File: config.mk
export PLATFORM = sky130hd
export DESIGN_NAME = hazard_ctrl_unit
export DESIGN_NICKNAME = d
export VERILOG_FILES = /design/src/rtl/hazard_pkg.sv /design/src/rtl/hazard_src_match.sv /design/src/rtl/hazard_ctrl_unit.sv
export SDC_FILE = /design/constraint.sdc
export NUM_CORES = 1
export LEC_CHECK = 0
export CAP_MARGIN = 30
export CORE_UTILIZATION = 25
export DETAILED_ROUTE_END_ITERATION = 8
export GPL_ROUTABILITY_DRIVEN = 0
export GPL_TIMING_DRIVEN = 0
export PLACE_DENSITY = 0.63
export SLEW_MARGIN = 20
export SYNTH_ARGS = -nofsm -noshare
export SYNTH_HDL_FRONTEND = slang
export SYNTH_SLANG_ARGS = --single-unit
File: constraint.sdc
create_clock -name clk -period 2.9 [get_ports clk]
set_input_delay 0.58 -clock clk [delete_from_list [all_inputs] [get_ports clk]]
set_output_delay 0.58 -clock clk [all_outputs]
set_load 0.03 [all_outputs]
File: src/rtl/hazard_pkg.sv
`default_nettype none
// ============================================================================
//  Module   : hazard_pkg
//  Purpose  : Shared types and constants for the ID-stage hazard control unit.
//             Holds the stall FSM state encoding, the default register
//             address width, and the packed bundle of pipeline control
//             outputs with its fixed encodings.
//  Ports    : none (package)
//  Revision : 1.0 - initial release
// ============================================================================
package hazard_pkg;

   localparam int REG_ADDR_W_DEF = 5;

   typedef enum logic [0:0] {
      HZ_IDLE     = 1'b0,
      HZ_LU_STALL = 1'b1
   } hz_state_e;

   // Pipeline control bundle driven to the IF and ID stages.
   typedef struct packed {
      logic pc_write_en;
      logic ifid_write;
      logic ifid_flush;
      logic idex_flush;
      logic pipe_freeze;
   } hz_ctrl_t;

   // Normal flow: fetch advances, nothing squashed.
   localparam hz_ctrl_t HZ_CTRL_NORMAL = '{pc_write_en: 1'b1, ifid_write: 1'b1,
                                          ifid_flush: 1'b0, idex_flush: 1'b0,
                                          pipe_freeze: 1'b0};
   // Load-use bubble: hold PC and IF/ID, inject a bubble into ID/EX.
   localparam hz_ctrl_t HZ_CTRL_STALL  = '{pc_write_en: 1'b0, ifid_write: 1'b0,
                                          ifid_flush: 1'b0, idex_flush: 1'b1,
                                          pipe_freeze: 1'b0};
   // Taken branch: redirect PC and squash the two younger instructions.
   localparam hz_ctrl_t HZ_CTRL_FLUSH  = '{pc_write_en: 1'b1, ifid_write: 1'b1,
                                          ifid_flush: 1'b1, idex_flush: 1'b1,
                                          pipe_freeze: 1'b0};
   // Memory wait: everything holds.
   localparam hz_ctrl_t HZ_CTRL_FREEZE = '{pc_write_en: 1'b0, ifid_write: 1'b0,
                                          ifid_flush: 1'b0, idex_flush: 1'b0,
                                          pipe_freeze: 1'b1};
   // Values presented while reset is asserted.
   localparam hz_ctrl_t HZ_CTRL_RESET  = '{pc_write_en: 1'b0, ifid_write: 1'b0,
                                          ifid_flush: 1'b1, idex_flush: 1'b1,
                                          pipe_freeze: 1'b0};

endpackage : hazard_pkg
`default_nettype wire

File: src/rtl/hazard_src_match.sv
`default_nettype none
// ============================================================================
//  Module   : hazard_src_match
//  Purpose  : Compares one destination register against NUM_SRC ID-stage
//             source addresses. A source only counts when its used bit is
//             set, and register x0 never matches.
//  Ports    : rd      - destination address to compare against
//             rs      - packed sources, src i at [i*REG_ADDR_W +: REG_ADDR_W]
//             rs_used - per-source valid mask
//             hit     - 1 when any used source equals a non-zero rd
//  Revision : 1.0 - initial release
// ============================================================================
module hazard_src_match
   import hazard_pkg::*;
#(
   parameter int REG_ADDR_W = REG_ADDR_W_DEF,
   parameter int NUM_SRC    = 2
) (
   input  logic [REG_ADDR_W-1:0]         rd,
   input  logic [NUM_SRC*REG_ADDR_W-1:0] rs,
   input  logic [NUM_SRC-1:0]            rs_used,
   output logic                          hit
);

   logic [NUM_SRC-1:0] src_hit;
   logic               rd_nonzero;

   assign rd_nonzero = |rd;

   for (genvar i = 0; i < NUM_SRC; i++) begin : g_src
      assign src_hit[i] = rs_used[i] && (rs[i*REG_ADDR_W +: REG_ADDR_W] == rd);
   end

   assign hit = rd_nonzero && (|src_hit);

endmodule : hazard_src_match
`default_nettype wire

File: src/rtl/hazard_ctrl_unit.sv
`default_nettype none
// ============================================================================
//  Module   : hazard_ctrl_unit
//  Purpose  : ID-stage hazard controller for the 5-stage RV32 pipeline.
//             Detects load-use hazards and inserts LOAD_LAT bubbles through
//             a small stall FSM, flushes on taken branches/jumps and freezes
//             the pipeline while instruction or data memory is waiting.
//             Priority: freeze > branch flush > load-use stall > normal.
//             Control outputs are combinational from state and inputs.
//  Ports    : clk, rst (asynchronous, active-low)
//             id_rs, id_rs_used           - ID-stage sources and valid mask
//             exe_mem_read, exe_rd        - load in EXE and its destination
//             branch_taken                - EXE resolved a taken branch/jump
//             im_stall, dm_stall          - memory not ready
//             pc_write_en, ifid_write, ifid_flush, idex_flush, pipe_freeze
//  Option   : HAZARD_PERF_CNT_EN adds 32-bit counters stall_cycles,
//             flush_count and freeze_cycles.
//  Revision : 1.0 - initial release
// ============================================================================
module hazard_ctrl_unit
   import hazard_pkg::*;
#(
   parameter int REG_ADDR_W = REG_ADDR_W_DEF,
   parameter int NUM_SRC    = 2,
   parameter int LOAD_LAT   = 2,
   parameter int CNT_W      = 2
) (
   input  logic                          clk,
   input  logic                          rst,
   input  logic [NUM_SRC*REG_ADDR_W-1:0] id_rs,
   input  logic [NUM_SRC-1:0]            id_rs_used,
   input  logic                          exe_mem_read,
   input  logic [REG_ADDR_W-1:0]         exe_rd,
   input  logic                          branch_taken,
   input  logic                          im_stall,
   input  logic                          dm_stall,
   output logic                          pc_write_en,
   output logic                          ifid_write,
   output logic                          ifid_flush,
   output logic                          idex_flush,
   output logic                          pipe_freeze
`ifdef HAZARD_PERF_CNT_EN
   ,
   output logic [31:0]                   stall_cycles,
   output logic [31:0]                   flush_count,
   output logic [31:0]                   freeze_cycles
`endif
);

   localparam logic [CNT_W-1:0] CNT_INIT = CNT_W'(LOAD_LAT - 1);
   localparam logic [CNT_W-1:0] CNT_ONE  = CNT_W'(1);

   hz_state_e        state_q, state_d;
   logic [CNT_W-1:0] cnt_q, cnt_d;

   logic     src_hit;
   logic     lu_match;
   logic     freeze;
   logic     lu_bubble;
   logic     br_flush;
   hz_ctrl_t ctrl;

   hazard_src_match #(
      .REG_ADDR_W (REG_ADDR_W),
      .NUM_SRC    (NUM_SRC)
   ) u_src_match (
      .rd      (exe_rd),
      .rs      (id_rs),
      .rs_used (id_rs_used),
      .hit     (src_hit)
   );

   assign lu_match = exe_mem_read && src_hit;
   assign freeze   = im_stall || dm_stall;

   // Next-state and control decode. Freeze holds the FSM; a branch that
   // arrives during a freeze is still held in EXE and is taken up on the
   // first unfrozen cycle without any stored bookkeeping.
   always_comb begin
      state_d   = state_q;
      cnt_d     = cnt_q;
      ctrl      = HZ_CTRL_NORMAL;
      lu_bubble = 1'b0;
      br_flush  = 1'b0;

      if (freeze) begin
         ctrl = HZ_CTRL_FREEZE;
      end else if (branch_taken) begin
         // The dependent instruction is squashed, so any pending stall is moot.
         ctrl     = HZ_CTRL_FLUSH;
         br_flush = 1'b1;
         state_d  = HZ_IDLE;
         cnt_d    = '0;
      end else if (state_q == HZ_LU_STALL) begin
         // EXE now holds a bubble; stall purely on the remaining count.
         ctrl      = HZ_CTRL_STALL;
         lu_bubble = 1'b1;
         if (cnt_q == CNT_ONE) begin
            state_d = HZ_IDLE;
            cnt_d   = '0;
         end else begin
            cnt_d = cnt_q - CNT_ONE;
         end
      end else if (lu_match) begin
         ctrl      = HZ_CTRL_STALL;
         lu_bubble = 1'b1;
         if (LOAD_LAT > 1) begin
            state_d = HZ_LU_STALL;
            cnt_d   = CNT_INIT;
         end
      end

      // Reset overrides the outputs immediately, not on the next edge.
      if (!rst) begin
         ctrl = HZ_CTRL_RESET;
      end
   end

   always_ff @(posedge clk or negedge rst) begin
      if (!rst) begin
         state_q <= HZ_IDLE;
         cnt_q   <= '0;
      end else begin
         state_q <= state_d;
         cnt_q   <= cnt_d;
      end
   end

   assign pc_write_en = ctrl.pc_write_en;
   assign ifid_write  = ctrl.ifid_write;
   assign ifid_flush  = ctrl.ifid_flush;
   assign idex_flush  = ctrl.idex_flush;
   assign pipe_freeze = ctrl.pipe_freeze;

`ifdef HAZARD_PERF_CNT_EN
   logic [31:0] stall_cycles_q, stall_cycles_d;
   logic [31:0] flush_count_q, flush_count_d;
   logic [31:0] freeze_cycles_q, freeze_cycles_d;

   // Counters wrap naturally at 2**32.
   always_comb begin
      stall_cycles_d  = stall_cycles_q  + {31'd0, lu_bubble};
      flush_count_d   = flush_count_q   + {31'd0, br_flush};
      freeze_cycles_d = freeze_cycles_q + {31'd0, freeze};
   end

   always_ff @(posedge clk or negedge rst) begin
      if (!rst) begin
         stall_cycles_q  <= '0;
         flush_count_q   <= '0;
         freeze_cycles_q <= '0;
      end else begin
         stall_cycles_q  <= stall_cycles_d;
         flush_count_q   <= flush_count_d;
         freeze_cycles_q <= freeze_cycles_d;
      end
   end

   assign stall_cycles  = stall_cycles_q;
   assign flush_count   = flush_count_q;
   assign freeze_cycles = freeze_cycles_q;
`endif

endmodule : hazard_ctrl_unit
`default_nettype wire

# Word-level counts from Yosys, hierarchy flattened
# Cells that the tools add are included.
# W data, S select, Z words.
[totals] out_inout_bits=5 reg_bits=3 mem_bits_rw=0 memories=0 latch_bits=0 elab_cells=29 in_bits=23 romBits=0
[op_classes] n_mux=13 add_sub_neg=1 shifts=0 eq_ne=3 bitwise=1 n_reduce_logical=9 n_lt_le_gt_ge=0 n_div=0 multipliers=0
[op_table] cell="$mux W5" count=5
[op_table] cell="$eq A5 B5 Y1" count=2
[op_table] cell="$mux W2" count=4
[op_table] cell="$reduce_or A5 Y1" count=1
[op_table] cell="$logic_and A1 B1 Y1" count=4
[op_table] cell="$mux W1" count=4
[op_table] cell="$reduce_bool A3 Y1" count=1
[op_table] cell="$eq A2 B1 Y1 const B" count=1
[op_table] cell="$reduce_and A2 Y1" count=1
[op_table] cell="$reduce_or A2 Y1" count=1
[op_table] cell="$sub A2 B1 Y2 const B" count=1
[op_table] cell="$logic_or A1 B1 Y1" count=1
[op_table] cell="$not A1 Y1" count=1

# Longest topological paths before layout
# Gate-level depths: netlist of the first run.
[logic_depth] ltp_word=10 depth_mapped=6 depth_no_buf=6

# Cells and area by module
# Synthesis of the first run repeated with hierarchy kept, for this count alone.
[unflattened] hier_cells=42 hier_area_um2=340.3
[by_module_without_submodules] module="hazard_ctrl_unit" n_inst=1 area_per_inst_um2=207.7 seq_area_each_um2=75.1 cells_each=25
[by_module_without_submodules] module="hazard_src_match" n_inst=1 area_per_inst_um2=132.6 seq_area_each_um2=0.0 cells_each=17

# Worst setup path after synthesis of the first run
# No wires, ideal clock.
[synth_path] path_kind="input -> output" start="in exe_rd[4]" end="out idex_flush" required_ps=2320 path_buffers=0 path_slack_ps=417 path_stages=4 arrival_time_ps=1903 cell_sequence="xor2_1 -> nor4_2 -> a32oi_2 -> o41ai_2"
[synth_via] elab_chain_cells=10 elab_cells_between_ends=13 cone_classes="2 x eq/ne; 5 x mux; 6 x reduce/logical"
[synth_rtl] element="start: declaration" line_no="hazard_ctrl_unit.sv:33" text="input logic [REG_ADDR_W-1:0] exe_rd,"
[synth_rtl] element="$eq A5 B5 Y1" line_no="hazard_src_match.sv:31" text="assign src_hit[i] = rs_used[i] && (rs[i*REG_ADDR_W +: REG_ADDR_W] == rd);"
[synth_rtl] element="$logic_and A1 B1 Y1" line_no="hazard_src_match.sv:31"
[synth_rtl] element="$reduce_or A2 Y1" line_no="hazard_src_match.sv:34" text="assign hit = rd_nonzero && (|src_hit);"
[synth_rtl] element="$logic_and A1 B1 Y1 *" line_no="hazard_src_match.sv:34"
[synth_rtl] element="$logic_and A1 B1 Y1 *" line_no="hazard_ctrl_unit.sv:73" text="assign lu_match = exe_mem_read && src_hit;"
[synth_rtl] element="$mux W5 *" line_no="hazard_ctrl_unit.sv:104" text="end else if (lu_match) begin"
[synth_rtl] element="$mux W5 *" line_no="hazard_ctrl_unit.sv:94" text="end else if (state_q == HZ_LU_STALL) begin"
[synth_rtl] element="$mux W5 *" line_no="hazard_ctrl_unit.sv:88" text="end else if (branch_taken) begin"
[synth_rtl] element="$mux W5 *" line_no="hazard_ctrl_unit.sv:86" text="if (freeze) begin"
[synth_rtl] element="$mux W5 *" line_no="hazard_ctrl_unit.sv:114" text="if (!rst) begin"
[synth_rtl] element="end: declaration" line_no="hazard_ctrl_unit.sv:40" text="output logic idex_flush,"
# Every way passes the cells marked *; elsewhere a longest branch is shown, timed or not.

# Worst setup path in the final report of the first run
[layout_path] start="in exe_rd[1]" end="out pc_write_en"
[layout_via] elab_chain_cells=10 elab_cells_between_ends=13 cone_classes="2 x eq/ne; 5 x mux; 6 x reduce/logical"
[layout_rtl] element="$eq A5 B5 Y1" line_no="hazard_src_match.sv:31"
[layout_rtl] element="$logic_and A1 B1 Y1" line_no="hazard_src_match.sv:31"
[layout_rtl] element="$reduce_or A2 Y1" line_no="hazard_src_match.sv:34"
[layout_rtl] element="$logic_and A1 B1 Y1 *" line_no="hazard_src_match.sv:34"
[layout_rtl] element="$logic_and A1 B1 Y1 *" line_no="hazard_ctrl_unit.sv:73"
[layout_rtl] element="$mux W5 *" line_no="hazard_ctrl_unit.sv:104"
[layout_rtl] element="$mux W5 *" line_no="hazard_ctrl_unit.sv:94"
[layout_rtl] element="$mux W5 *" line_no="hazard_ctrl_unit.sv:88"
[layout_rtl] element="$mux W5 *" line_no="hazard_ctrl_unit.sv:86"
[layout_rtl] element="$mux W5 *" line_no="hazard_ctrl_unit.sv:114"
[layout_rtl] element="end: declaration" line_no="hazard_ctrl_unit.sv:37" text="output logic pc_write_en,"
# Marked as above.

==> reports/qor.yml, run 1 <==
endpoint_kind: "primary output"
seq_power_share: 0.223
power_leakage_nw: 0.325
switching_share: 0.310
avgViaCountPerCell: 4.80
crit_start: "exe_rd[1]"
slew_violations: 0
antenna_found_initial: 0
r2r_setup_slack_ps: 1610
routedWlPerCell_um: 10.5
crit_chain: "clkdlybuf4s50_1 > or4_4 > o21ai_4 > o31a_1 > buf_4 > buf_6"
holdWs_ps: 539
cts_buffers: 3
ys_seq_area_frac: 0.184
final_net_count: 105
root_buffer: "clkbuf_4"
clk_latency_ps: 230
endpoint: "pc_write_en"
num_rows: 14
min_path_type: "reg2reg"
multi_input_area_um2: 327
fp.dieW_um: 42.4
clkTransAtPathRegs_ps: 40
via_count: 461
crit_required_ps: 2320
drc: 0
drtIter0Drc: 1
synth_cell_types: 23
cp_slowest_cell: "or4_4"
p_int_w: 0.000144
critical_path_class: "in2out"
worstRegToRegCells: 5
place_ws_ps: -604
syn-num-nets: 72
layoutNonFillerInstCount: 96
clock.fmax_ghz: 0.357
power.switching_w: 0.0000645
outcome: "finished, final reports clean"
hpwl_um: 840
critPathMaxStageDelay_ps: 570
syn-instance-count: 48
seq_area_um2: 75.1
core_um2: 1510
min_path_cells: 1
p_per_area_nw_per_um2: 283
die_area_um2: 1800
tightest_slew_ps: 302
placed_cells: 91
cp.depth: 6
critPathArrivalTime_ps: 2220
path_buf_inv: 3
cap_violations: 0
antenna_left: 0
combPwrFrac: 0.422
hold_viol: 0
h-tree-depth: 1
skew_ps: 0.321
antenna_cells: 0
finalSetupViolations: 0
ios: 28
r2r-end: "cnt_q[1]"
grt_overflow_total: 0
cp_top_family: "buffers and inverters"
clock-sinks: 3
period_needed_ps: 2800
dr.pass1.iters: 3
ys_seq_elements: 3
fin_crit_sh: 0.966
cts_tree: "built"
holdBufCountCts: 0
grt_use_total: 0.125
portBuffers: 27
rr_startpoint: "cnt_q[0]"
ys_warn_count: 0
timing.slew.headroom: 0.798
syn_to_final_growth_pct: 80.1
critPathLaunchType: "input pin"
ctsLongestPathBuffers: 2
start_util: 0.271
drive_gt1_frac: 0.188
setup_ws_ps: 98.8
critPathMaxFanout: 5
die_h_um: 42.4
syn_area_um2: 408
vdd_ir_drop_max_uv: 135
grt_pass1_vias: 432
num-fill-cells: 162
routed_wl_um: 1010
avgSynthCellArea_um2: 8.50
grt_pass1_wl_um: 1720
grt_max_degree: 8
clkPwrFrac: 0.355
==> synthesized netlist by cell type <==
cell type	instances	area share
buf_4	1	0.018
o31a_1	2	0.043
xor2_1	8	0.17
a21oi_1	2	0.025
o41ai_1	1	0.021
nand2_1	8	0.074
inv_1	2	0.018
ha_1	1	0.031
nor2_1	4	0.037
a31o_1	2	0.043
nor4_1	1	0.015
nor4_2	1	0.031
dfrtp_1	3	0.18
or4_4	1	0.028
nor2b_1	1	0.015
xnor2_1	2	0.043
a32oi_2	1	0.040
o31ai_1	1	0.018
o21ai_4	1	0.040
o41ai_2	1	0.040
and2_0	1	0.015
o21ai_0	2	0.025
a221o_1	1	0.025
==> through the flow <==
step                cell area (um^2)  setup TNS, ps  utilization  power [W]
floorplan                        408              0            -  0.0000868
global placement                 698          -1720        0.463   0.000136
detailed placement               698          -1670        0.463   0.000137
CTS                              712              0        0.473   0.000210
global route                     734          -2.41        0.488   0.000222
finish                           734              0        0.488   0.000208
==> kinds of logic (layout without fill, tap and decap cells) <==
group / after synthesis / after routing / synth area share
and+or+nand+nor: 17 / 17 / 0.215
buffers and inverters: 3 / 35 / 0.0368
xor gates and xnor gates: 10 / 10 / 0.215
DFF: 3 / 3 / 0.184
AOI/OAI and AO/OA: 14 / 14 / 0.319
adders and majority gates: 1 / 1 / 0.0307
==> sequential cells by signal, indices dropped and copies added, names as in the netlist <==
register / flops
cnt_q: 2
state_q: 1
==> worst min path at each step <==
stage	startpoint	to	slack, ps
6_report	cnt_q[1]	cnt_q[1]	540
5_1_grt	cnt_q[1]	cnt_q[1]	570
4_1_cts	cnt_q[1]	cnt_q[1]	540
3_5_place_dp	cnt_q[1]	cnt_q[1]	530
3_3_place_gp	cnt_q[1]	cnt_q[1]	530
2_1_floorplan	rst	cnt_q[0]	280
==> layer usage <==
metal / global-route usage / routed length [um] / up-vias
met4: 0 / 0 / 0
li1: - / - / 240
met1: 0.145 / 388 / 193
met5: 0 / 0 / -
met2: 0.228 / 513 / 28
met3: 0.0517 / 106 / 0
==> worst register-to-register path, cell delays in order, from the launching register on <==
cell and delay (ps):
dfrtp_1 400, ha_1 300, nand2_1 70, o41ai_1 60, a31o_1 180, a31o_1 170
==> cell type report <==
class                           count  share of cell area
Tap cell                           16              0.0273
Sequential cell                     3               0.102
Clock buffer                        4              0.0358
Timing Repair Buffer               28               0.370
Multi-Input combinational cell     42               0.445
Buffer                              1              0.0102
Inverter                            2              0.0102
==> power groups by stage <==
stage,sequential (W),combinational (W),clock (W)
2_1_floorplan,0.0000465,0.0000403,0
3_3_place_gp,0.0000469,0.0000892,0
3_5_place_dp,0.0000469,0.0000902,0
4_1_cts,0.0000464,0.0000870,0.0000769
5_1_grt,0.0000468,0.0000959,0.0000792
6_report,0.0000464,0.0000878,0.0000739
==> cells in the final DEF, fill, tap and decap left out, drive strengths merged <==
| master | count |
|---|---|
| nor4 | 2 |
| ha | 1 |
| a221o | 1 |
| xor2 | 8 |
| inv | 2 |
| a31o | 2 |
| a21oi | 2 |
| clkdlybuf4s50 | 17 |
| nand2 | 8 |
| buf | 5 |
| nor2 | 4 |
| o21ai | 3 |
| or4 | 1 |
| dlymetal6s2s | 3 |
| dfrtp | 3 |
| o41ai | 2 |
| a32oi | 1 |
| o31a | 2 |
| clkbuf | 4 |
| and2 | 1 |
| nor2b | 1 |
| xnor2 | 2 |
| o31ai | 1 |
| dlygate4sd2 | 4 |
==> what timing repair did <==
action | in CTS | in global routing
resized for setup | 20 | 8
endpoints found under the setup margin | 3 | 3
pin swaps | 4 | 4
buffers inserted | 1 | 0
Note: power is estimated with default switching activity, not from simulation.
==> inputs of run 2 (changes only) <==
Settings changed: SKIP_CTS_REPAIR_TIMING set to 1.
==> run 2 against run 1 <==
Against the previous run: worst setup slack got worse by 58 ps; combinational power rose by 2%; critical path type unchanged; first-iteration DRC count rose to 4.0 times the previous value; utilization rose by 0.58 points; largest cell class unchanged; wire length rose by 0.69%.
==> reports/qor.yml, run 2 (same netlist as run 1, synthesis figures left out) <==
grt_use_total: 0.125  # unchanged
syn_to_final_growth_pct: 82.2  # was 80.1%
p_per_area_nw_per_um2: 283  # about the same
drive_gt1_frac: 0.188  # unchanged
die_h_um: 42.4  # unchanged
clk_latency_ps: 230  # about the same
timing.slew.headroom: 0.780  # was 0.798
cts_buffers: 3  # unchanged
fin_setup_tns_ps: 0  # unchanged
num-fill-cells: 156  # was 162
avgViaCountPerCell: 4.73  # was 4.80
endpoint_kind: "primary output"  # unchanged
cts_tree: "built"  # unchanged
skew_ps: 0.383  # was 0.321 ps
drc: 0  # unchanged
final_cell_mix: "clkdlybuf4s50_1 (19), nand2_1 (8), xor2_1 (8), dlymetal6s2s_1 (5), buf_4 (4)"  # was clkdlybuf4s50_1 (17), nand2_1 (8), xor2_1 (8), dlygate4sd2_1 (4)
grt_pass1_wl_um: 1720  # unchanged
root_buffer: "clkbuf_4"  # unchanged
antenna_found_initial: 0  # unchanged
ios: 28  # unchanged
reg_top3: "cnt_q x2, state_q x1"  # unchanged
min_path_type: "reg2reg"  # unchanged
grt_pass1_vias: 432  # unchanged
crit_required_ps: 2320  # about the same
largest-register: "cnt_q"  # unchanged
tightest_slew_ps: 331  # was 302 ps
ctsLongestPathBuffers: 2  # unchanged
fp.dieW_um: 42.4  # unchanged
critPathLaunchType: "input pin"  # unchanged
vdd_ir_drop_max_uv: 135  # about the same
dr.pass1.iters: 3  # unchanged
routed_wl_um: 1020  # was 1010 um
hold_path.startpoint: "cnt_q[1]"  # unchanged
antenna_left: 0  # unchanged
portBuffers: 27  # unchanged
critical_path_class: "in2out"  # unchanged
routedWlPerCell_um: 10.6  # was 10.5 um
finalSetupViolations: 0  # unchanged
start_util: 0.271  # unchanged
grt_max_degree: 8  # unchanged
final_common_cell: "clkdlybuf4s50_1"  # unchanged
critPathMaxFanout: 5  # unchanged
slew_violations: 0  # unchanged
rsz0062_at_grt: "yes"
antenna_cells: 0  # unchanged
h-tree-depth: 1  # unchanged
hpwl_um: 840  # unchanged
via_count: 454  # was 461
num_rows: 14  # unchanged
clock.fmax_ghz: 0.350  # was 0.357 GHz
critPathArrivalTime_ps: 2280  # was 2220 ps
core_um2: 1510  # unchanged
multi_input_area_um2: 327  # unchanged
seq_area_um2: 75.1  # unchanged
clkTransAtPathRegs_ps: 40  # about the same
crit_start: "id_rs[7]"  # was exe_rd[1]
grt_overflow_total: 0  # unchanged
die_area_um2: 1800  # unchanged
rr_startpoint: "cnt_q[0]"  # unchanged
period_needed_ps: 2860  # was 2800 ps
clock-sinks: 3  # unchanged
finalPower_w: 0.000210  # was 0.000208 W
outcome: "finished, final reports clean"  # unchanged
cap_violations: 0  # unchanged
hold_viol: 0  # unchanged
power_leakage_nw: 0.337  # was 0.325 nW
fin_crit_sh: 0.986  # was 0.966
largest_register_ffs: 2  # unchanged
drtIter0Drc: 4  # was 1
final_net_count: 105  # unchanged
[run 2: layout make-up]
cell class | instances | share of cell area
multi-input combinational | 42 | 0.439
clock buffer | 4 | 0.0354
buffer | 1 | 0.0101
timing repair buffer | 28 | 0.377
tap | 16 | 0.0269
sequential | 3 | 0.101
inverter | 2 | 0.0101
[run 2: worst paths after layout]
check | slack (ps) | cells after the start | endpoint
setup / recovery | 40 | 7 | pc_write_en
hold / removal | 540 | 1 | cnt_q[1]
setup reg to reg | 1610 | 5 | cnt_q[1]
hold reg to reg | 540 | 1 | cnt_q[1]
max in group asynchronous | 2100 | 1 | state_q
min in group asynchronous | 590 | 1 | cnt_q[0]
[run 2: worst max-delay path, stage by stage]
cell             delay (ps)
clkdlybuf4s50_1         410
xor2_1                  150
nor4_2                  320
a32oi_2                 230
o31a_1                  300
buf_4                   130
buf_4                   160
[run 2: where the power goes]
group          total [W]  switching, W  internal [W]  leakage [nW]
logic          0.0000897     0.0000400     0.0000496         0.284
clock network  0.0000740     0.0000224     0.0000516        0.0150
registers      0.0000464    0.00000210     0.0000443        0.0378
[run 2: routing by layer]
layer	wire length, um	GRT usage
met1	417	0.150
met2	502	0.222
met3	96	0.0517
met4	0	0
met5	0	0
[run 2: through the flow]
step	hold slack [ps]	cell area, um^2	instances	util	worst slack, ps
floorplan	284	408	48	-	417
global placement	534	698	91	0.463	-612
detailed placement	533	698	91	0.463	-604
CTS	540	724	95	0.481	-608
global route	565	743	96	0.493	-53.3
finish	540	743	96	0.493	40.6
==> inputs of run 3 (changes only) <==
Settings changed: CTS_CLUSTER_SIZE set to 20.
==> results of run 3 <==
The final DEF is identical to that of run 2; final timing and power are the same.
